File: src/rtl/alu_pkg.sv
// Shared opcodes, flag bit positions and FSM encoding for the multi-cycle ALU.
package alu_pkg;

    localparam logic [3:0] OP_ADD = 4'b0000;
    localparam logic [3:0] OP_SUB = 4'b0001;
    localparam logic [3:0] OP_AND = 4'b0010;
    localparam logic [3:0] OP_OR  = 4'b0011;
    localparam logic [3:0] OP_XOR = 4'b0100;
    localparam logic [3:0] OP_ADC = 4'b0101;
    localparam logic [3:0] OP_SBC = 4'b0110;
    localparam logic [3:0] OP_MUL = 4'b0111;
    localparam logic [3:0] OP_LSL = 4'b1000;
    localparam logic [3:0] OP_LSR = 4'b1001;
    localparam logic [3:0] OP_ASR = 4'b1010;

    // Bit positions inside the {N,Z,C,V} nibble.
    localparam int unsigned FN = 3;
    localparam int unsigned FZ = 2;
    localparam int unsigned FC = 1;
    localparam int unsigned FV = 0;

    typedef enum logic [1:0] {
        IDLE = 2'b00,
        BUSY = 2'b01,
        DONE = 2'b10
    } state_t;

endpackage

File: src/rtl/alu_mul_seq.sv
// Iterative shift-add multiplier: one partial product per cycle, low WIDTH bits kept.
module alu_mul_seq #(
    parameter int unsigned WIDTH = 16
) (
    input  logic             clk,
    input  logic             reset,
    input  logic             start,
    input  logic [WIDTH-1:0] a,
    input  logic [WIDTH-1:0] b,
    output logic             busy,
    output logic             done,
    output logic [WIDTH-1:0] product
);

    localparam int unsigned CW = $clog2(WIDTH) + 1;

    logic [WIDTH-1:0] mcand_q;
    logic [WIDTH-1:0] mplier_q;
    logic [WIDTH-1:0] acc_q;
    logic [CW-1:0]    cnt_q;
    logic [WIDTH-1:0] acc_next;

    assign acc_next = acc_q + (mplier_q[0] ? mcand_q : '0);
    assign busy     = (cnt_q != '0);
    assign done     = (cnt_q == CW'(1));
    // On the final step the accumulated value including this step is the product.
    assign product  = acc_next;

    // Load operands on start, then add/shift once per cycle while the counter runs down.
    always_ff @(posedge clk) begin
        if (reset) begin
            mcand_q  <= '0;
            mplier_q <= '0;
            acc_q    <= '0;
            cnt_q    <= '0;
        end else if (start) begin
            mcand_q  <= a;
            mplier_q <= b;
            acc_q    <= '0;
            cnt_q    <= CW'(WIDTH);
        end else if (busy) begin
            acc_q    <= acc_next;
            mcand_q  <= mcand_q << 1;
            mplier_q <= mplier_q >> 1;
            cnt_q    <= cnt_q - CW'(1);
        end
    end

endmodule

File: src/rtl/alu_mc.sv
// Multi-cycle ALU with valid/ready operand and result handshakes and a persistent NZCV register.
module alu_mc
    import alu_pkg::*;
#(
    parameter int unsigned WIDTH = 16
) (
    input  logic             clk,
    input  logic             reset,
    input  logic             in_valid,
    output logic             in_ready,
    input  logic [WIDTH-1:0] a,
    input  logic [WIDTH-1:0] b,
    input  logic [3:0]       ALUControl,
    input  logic             set_flags,
    output logic             out_valid,
    input  logic             out_ready,
    output logic [WIDTH-1:0] Result,
    output logic [3:0]       ALUFlags,
    output logic [3:0]       flags
);

    localparam int unsigned SHW = $clog2(WIDTH);

    state_t           state_q, state_d;
    logic [WIDTH-1:0] result_q;
    logic [3:0]       aluflags_q;
    logic [3:0]       flags_q;
    logic             setf_q;

    logic             accept;
    logic             mul_start, mul_busy, mul_done;
    logic [WIDTH-1:0] mul_product;
    logic [3:0]       mul_flags;

    logic [WIDTH-1:0] dp_res;
    logic [3:0]       dp_flags;

    assign accept    = in_ready && in_valid;
    assign mul_start = accept && (ALUControl == OP_MUL);

    alu_mul_seq #(.WIDTH(WIDTH)) u_mul (
        .clk     (clk),
        .reset   (reset),
        .start   (mul_start),
        .a       (a),
        .b       (b),
        .busy    (mul_busy),
        .done    (mul_done),
        .product (mul_product)
    );

    assign mul_flags = {mul_product[WIDTH-1], mul_product == '0, 2'b00};

    // Single-cycle datapath: adder with carry-in, logic, barrel shifts and NZCV generation.
    always_comb begin
        logic [WIDTH-1:0] b_eff;
        logic             cin;
        logic [WIDTH:0]   sum;
        logic [WIDTH:0]   shl;
        logic [WIDTH:0]   shr;
        logic [SHW-1:0]   sh;
        logic             c, v;

        b_eff  = ALUControl[0] ? ~b : b;
        unique case (ALUControl)
            OP_SUB:         cin = 1'b1;
            OP_ADC, OP_SBC: cin = flags_q[FC];
            default:        cin = 1'b0;
        endcase
        // SUB/SBC share the inverted-b path: ADD=0000, SUB=0001, ADC=0101, SBC=0110.
        if (ALUControl == OP_SBC) begin
            b_eff = ~b;
        end else if (ALUControl == OP_ADC) begin
            b_eff = b;
        end
        sum    = {1'b0, a} + {1'b0, b_eff} + {{WIDTH{1'b0}}, cin};
        sh     = b[SHW-1:0];
        // Extra bit below/above the word catches the last bit shifted out (0 for amount 0).
        shl    = {1'b0, a} << sh;
        shr    = (ALUControl == OP_ASR) ? $unsigned($signed({a, 1'b0}) >>> sh)
                                        : ({a, 1'b0} >> sh);
        dp_res = '0;
        c      = 1'b0;
        v      = 1'b0;
        case (ALUControl)
            OP_ADD, OP_SUB, OP_ADC, OP_SBC: begin
                dp_res = sum[WIDTH-1:0];
                c      = sum[WIDTH];
                // Same effective operand signs, different result sign.
                v      = ~(a[WIDTH-1] ^ b_eff[WIDTH-1]) & (a[WIDTH-1] ^ sum[WIDTH-1]);
            end
            OP_AND: dp_res = a & b;
            OP_OR:  dp_res = a | b;
            OP_XOR: dp_res = a ^ b;
            OP_LSL: begin
                dp_res = shl[WIDTH-1:0];
                c      = shl[WIDTH];
            end
            OP_LSR, OP_ASR: begin
                dp_res = shr[WIDTH:1];
                c      = shr[0];
            end
            default: dp_res = '0;
        endcase
        dp_flags     = 4'b0000;
        dp_flags[FN] = dp_res[WIDTH-1];
        dp_flags[FZ] = (dp_res == '0);
        dp_flags[FC] = c;
        dp_flags[FV] = v;
    end

    // Next-state and handshake outputs.
    always_comb begin
        state_d   = state_q;
        in_ready  = 1'b0;
        out_valid = 1'b0;
        case (state_q)
            IDLE: begin
                in_ready = !mul_busy;
                if (in_valid && !mul_busy) begin
                    state_d = (ALUControl == OP_MUL) ? BUSY : DONE;
                end
            end
            BUSY: begin
                if (mul_done) begin
                    state_d = DONE;
                end
            end
            DONE: begin
                out_valid = 1'b1;
                if (out_ready) begin
                    state_d = IDLE;
                end
            end
            default: state_d = IDLE;
        endcase
    end

    // State, result/flag capture and flag-register update on result consumption.
    always_ff @(posedge clk) begin
        if (reset) begin
            state_q    <= IDLE;
            result_q   <= '0;
            aluflags_q <= '0;
            flags_q    <= '0;
            setf_q     <= 1'b0;
        end else begin
            state_q <= state_d;
            if (accept) begin
                setf_q <= set_flags;
                if (ALUControl != OP_MUL) begin
                    result_q   <= dp_res;
                    aluflags_q <= dp_flags;
                end
            end
            if (state_q == BUSY && mul_done) begin
                result_q   <= mul_product;
                aluflags_q <= mul_flags;
            end
            if (state_q == DONE && out_ready && setf_q) begin
                flags_q <= aluflags_q;
            end
        end
    end

    assign Result   = result_q;
    assign ALUFlags = aluflags_q;
    assign flags    = flags_q;

endmodule

File: config.mk
export PLATFORM = sky130hd
export DESIGN_NAME = alu_mc
export DESIGN_NICKNAME = d
export VERILOG_FILES = /design/src/rtl/alu_pkg.sv /design/src/rtl/alu_mul_seq.sv /design/src/rtl/alu_mc.sv
export SDC_FILE = /design/constraint.sdc
export NUM_CORES = 1
export LEC_CHECK = 0
export BUFFER_PORTS_ARGS = -buffer_cell sky130_fd_sc_hd__buf_2
export CELL_PAD_IN_SITES_DETAIL_PLACEMENT = 1
export CELL_PAD_IN_SITES_GLOBAL_PLACEMENT = 2
export CORE_MARGIN = 2
export CORE_UTILIZATION = 36
export CTS_CLUSTER_SIZE = 24
export DETAILED_ROUTE_END_ITERATION = 10
export PLACE_DENSITY = 0.79
export REMOVE_ABC_BUFFERS = 1
export SKIP_CTS_REPAIR_TIMING = 1
export SLEW_MARGIN = 20
export SYNTH_ARGS = -nofsm -noshare
export SYNTH_HDL_FRONTEND = slang
export SYNTH_SLANG_ARGS = --single-unit
File: constraint.sdc
create_clock -name clk -period 4.59 [get_ports clk]
set_input_delay 0.459 -clock clk [delete_from_list [all_inputs] [get_ports clk]]
set_output_delay 0.459 -clock clk [all_outputs]
set_load 0.02 [all_outputs]
Word level (Yosys, flattened, before mapping)
Cells that the tools add are included.
- memories kept: 0
- memory bits (read-only): 0
- register bits after elaboration: 80
- latch bits: 0
- RAM bits: 0
- output and inout bits: 26
- word-level logic and storage cells: 94
- shifts and indexed selects: 3
- magnitude comparators: 0
- mux-type cells: 28
- bitwise operators: 8
- $add $sub $neg: 4
- multiply operators: 0
- equal/unequal tests: 17
- divide/modulo/power cells: 0
- reduce and logical (&&, ||, !) cells: 23
- operator list (operator ; count):
    $mux 16 ; 11
    $pmux 16 s6 ; 1
    $logic_not 16->1 ; 2
    $add 16x16->17 ; 1
    $add 17x1->17 ; 1
    $mux 17 ; 1
    $shl 16x4->17 ; 1
    $shr 17x4->17 ; 1
    $sshr 17x4->17 ; 1
    $add 16x16->16 ; 1
    $and 16x16->16 ; 1
    $eq 4x3->1 const B ; 4
    $not 16->16 ; 1
    $or 16x16->16 ; 1
    $xor 16x16->16 ; 1
    $eq 4x4->1 const B ; 3
    $mux 4 ; 3
    $mux 5 ; 2
    $eq 4x2->1 const B ; 2
    $mux 2 ; 4
    $reduce_or 2->1 ; 4
    $logic_and 1x1->1 ; 6
    $ne 2x2->1 const B ; 3
    $pmux 2 s3 ; 1
    20 further kinds ; 26

Logic depth before layout (Yosys ltp)
- depth after elaboration: 12
- gate-level depth with buffers: 18
- depth with buffers taken out: 15

By module
From an unflattened synthesis, not the netlist that was laid out.
- cell total of the unflattened synthesis: 1089
- area, all modules: 8295.5 µm²
- by module, submodules not included (module ; times used ; area an instance (µm²) ; cells each ; seq. area each (µm²)):
    alu_mc ; 1 ; 5041.1 ; 641 ; 540.5
    alu_mul_seq ; 1 ; 3254.4 ; 448 ; 1061.0

Least setup slack after synthesis
Ideal clock, no wire load.
- path type: input to register
- start: in ALUControl[2]
- end: reg aluflags_q[2], in the netlist ALUFlags[2]
- slack: 0.413 ns
- cell stages on the path: 15
- arrival time: 4.050 ns
- cell sequence: clkbuf_1 > nor2b_1 > mux2i_1 > clkbuf_1 > xnor2_1 > ha_1 > a21oi_1 > nand3_1 > nor2_1 > or4b_2 > nand3_1 > or3_1 > nor4_1 > a31oi_1 > o41ai_2
- longest elaborated chain between the ends: 10
- elaborated cells between the ends (all ways): 27
- those cells by class: add/sub: 2; eq/ne: 10; mux: 8; reduce/logical: 7
- RTL lines (item ; line ; source):
    from (decl) ; alu_mc.sv:13 ; input logic [3:0] ALUControl,
    $eq 4x3->1 ; alu_mc.sv:65, alu_mc.sv:73, alu_mc.sv:85 ;
    $mux 16 ; alu_mc.sv:73 ; end else if (ALUControl == OP_ADC) begin
    $mux 16 ; alu_mc.sv:71 ; if (ALUControl == OP_SBC) begin
    $add 16x16->17 ; alu_mc.sv:76 ; sum = {1'b0, a} + {1'b0, b_eff} + {{WIDTH{1'b0}}, cin};
    $add 17x1->17 ; alu_mc.sv:76 ;
    $pmux 16 s6 ; alu_mc.sv:85 ; case (ALUControl)
    $logic_not 16->1 ; alu_mc.sv:107 ; dp_flags[FZ] = (dp_res == '0);
    $mux 4 ; alu_mc.sv:151 ; if (ALUControl != OP_MUL) begin
    $mux 4 ; alu_mc.sv:149 ; if (accept) begin
    $mux 4 ; alu_mc.sv:156 ; if (state_q == BUSY && mul_done) begin
    to (signal assigned) ; alu_mc.sv:153 ; aluflags_q <= dp_flags;
    to (signal assigned) ; alu_mc.sv:158 ; aluflags_q <= mul_flags;
    to (decl) ; alu_mc.sv:26 ; logic [3:0] aluflags_q;
Several ways; a longest one is shown, not always the timed one. The select of a mux whose other input is x is not followed.
A chain may end at the register's enable or synchronous reset.

Final worst setup path
Ends and elaborated chain as after synthesis.

==> impl_results.md <==
- IO Count: 67
- Total Power: 3.05 mW
- Async S/R FF share, synth: 0%
- Worst slack, placed: 0.395 ns
- Top FF cell, synth: dfxtp_1
- Hold Path Stages: 3
- Synth cell types: 75
- Die area: 22400 um2
- Outcome: finished, final reports clean
- Gr usage total: 27.2%
- Largest family of logic cells by synthesized area: compound AO/OA/AOI/OAI gates
- Slew margin rel.: 39.8%
- Initial antenna violation count: 1
- Non-Filler Instances: 1293
- TritonCTS buffer count: 9
- # fillers: 2609
- Simple-gate share of the synthesized area: 21.7%
- Register bit total from synthesis: 80
- Share of the synthesized area in the top cell type: 20.9%
- Final worst-path cycle share: 84.4%
- CP Data Arrival Time: 4.13 ns
- TNS Setup: 0 ns
- VDD IR max: 0.000415 V
- Mean Syn Cell Area: 7.80 um2
- Gpl congestion: 0.981
- Cell area after layout: 8590 um2
- ANT nets after route: 0
- Setup ws final: 0.714 ns
- Synth top area cells: dfxtp_1, ha_1, a21oi_1
- Placed inst area: 8280 um2
- Hold WS: 0.347 ns
- Critical Path End Type: flop
- Ant diodes: 0
- Worst slew pin tran: 0.903 ns
- CTS Sinks: 80
- Root buf cell: clkbuf_16
- Worst hold path type: in -> reg
- Req. time, crit path: 4.84 ns
- Register area share after synthesis: 20.9%
- Detailed Route Iter0 Violations: 591
- Post-Synth Adder-Cell Area: 11.6%
- TritonRoute pass-1 iters: 5
- Routed WL: 29900 um
- Via Count: 7806
- Post-synth EDFFs: 0
- MaxCap Viol Count: 0
- Core area: 21000 um2
- Congestion Overflow GR: 0
- Leak: 3.46 nW
- Via count of the first global-routing pass: 7728
- H-tree Lvls: 3
- Final setup fails: 0
- Initial Util: 36.5%
- Layout area overhead: 12.3%
- Mapped Cells: 981
- # rows: 53
- PwrDens: 355 nW/um2
- # DRC: 0
- Die Span Y: 150 um
- Area leader, netlist: dfxtp_1
- Kind of critical path: in -> reg
- Final Hold Vio Count: 0
- Avg WL per Cell: 23.1 um
- R2R cell count: 12
- Critical Path Fanout Max: 16
- Detail Placement HPWL: 22700 um
- Highest clock rate: 258 MHz
- Final core utilization: 41.0%
- Compound-Gate Fraction of Synth Area: 26.1%
- Mux contribution to synthesized area: 9.78%
- Area of the multi-input gates: 5620 um2
- CP Launch Type: input pin
- Dpl cells: 1278
- Clk buf depth: 2
- Post-Synth XOR/XNOR Area: 4.12%
- Chip Width: 150 um
- IO buf count: 66
- Clk_lat worst skew: 0.35 ns
- Final Max Tran Viols: 0
- Syn Std Cell Area: 7650 um2
- CTS tree: built
- Min cycle time layout: 3.88 ns
- Layout cells sized above 1: 14.9%
- Largest net degree at the start of global routing: 54
- Register Area: 1600 um2
- Global-route wire length before repair: 46100 um
- Clock Skews: 0.00866 ns
- Layout Nets: 1124
- Avg Vias per Cell: 6.04
- Clock transition at path regs: 0.06 ns
- Yosys warns: 0
- RSZ-0062 raised after global routing: no
[cells by family (layout without fill, tap and decap cells)]
logic type      count (synthesis)  count (layout)
compound gates                296             296
xor+xnor                       36              36
buf+inv                       116             153
fa+ha+maj                      69              69
flops                          80              80
simple gates                  333             333
mux                            51              51
[cells in the final DEF, fill, tap and decap left out, types with 19 or more instances in the layout]
cell and n:
nand2_1 109, a21oi_1 97, dfxtp_1 80, nor2_1 76
ha_1 66, buf_2 66, inv_1 47, a22oi_1 46
o21ai_0 33, xnor2_1 30, and2_1 25, mux2i_1 22
buf_4 21, nor3_1 19, nand3_1 19
[critical path: stages]
cell,delay (ns)
buf_2,0.24
nor2b_1,0.29
mux2i_2,0.33
buf_4,0.31
xnor2_1,0.10
ha_1,0.39
o21ai_0,0.17
o21bai_1,0.23
a211oi_1,0.15
o41ai_1,0.54
mux2i_1,0.26
o221ai_1,0.21
a211oi_1,0.24
a31oi_1,0.13
o41ai_2,0.06
[final timing paths]
path / startpoint / end / slack (ns)
worst min-delay path: set_flags / setf_q$_SDFFE_PP0P_ / 0.35
worst max-delay path: ALUControl[2] / ALUFlags[2]$_SDFFE_PP0P_ / 0.71
worst max register to register: u_mul.mplier_q[0]$_SDFFE_PP0P_ / ALUFlags[2]$_SDFFE_PP0P_ / 0.83
worst min register to register: Result[10]$_SDFFE_PP0P_ / Result[10]$_SDFFE_PP0P_ / 0.45
[metal layers]
layer	track usage, %	share of wire, %
met4	10.5	3.3
met3	3.08	4.7
met1	36.5	45
met5	0	0
met2	44.7	47
[state kept, by name (all words and copies together) (netlist names)]
| name | flops |
|---|---|
| u_mul.cnt_q | 5 |
| state_q | 2 |
| u_mul.acc_q | 16 |
| flags | 4 |
| Result | 16 |
| ALUFlags | 4 |
| u_mul.mplier_q | 16 |
| u_mul.mcand_q | 16 |
| setf_q | 1 |
[Yosys cell counts (12+ instances only)]
cell	number
and2_1	25
ha_1	66
nor2b_1	15
xnor2_1	30
nand2_1	109
nor3_1	19
nand3_1	19
nor2_1	78
a21oi_1	97
o211ai_1	12
mux2i_1	23
a211oi_1	16
dfxtp_1	80
a31oi_1	13
mux4_2	18
clkbuf_1	55
o21ai_0	33
a22oi_1	46
inv_1	47
[power breakdown]
group          switching (mW)  total [mW]  internal, mW  leakage [nW]
clock                   0.322       0.796         0.474         0.141
sequential             0.0671       0.831         0.764         0.647
combinational           0.975        1.42         0.448          2.67
[cell type report]
type,instances,share of cell area (%)
inverter,49,2.14
clock inverter,5,0.961
sequential,80,18.6
timing repair buffer,89,6.15
multi-input combinational,785,65.4
tap,275,4.01
clock buffer,10,2.67
(Power assumes the default switching activity.)
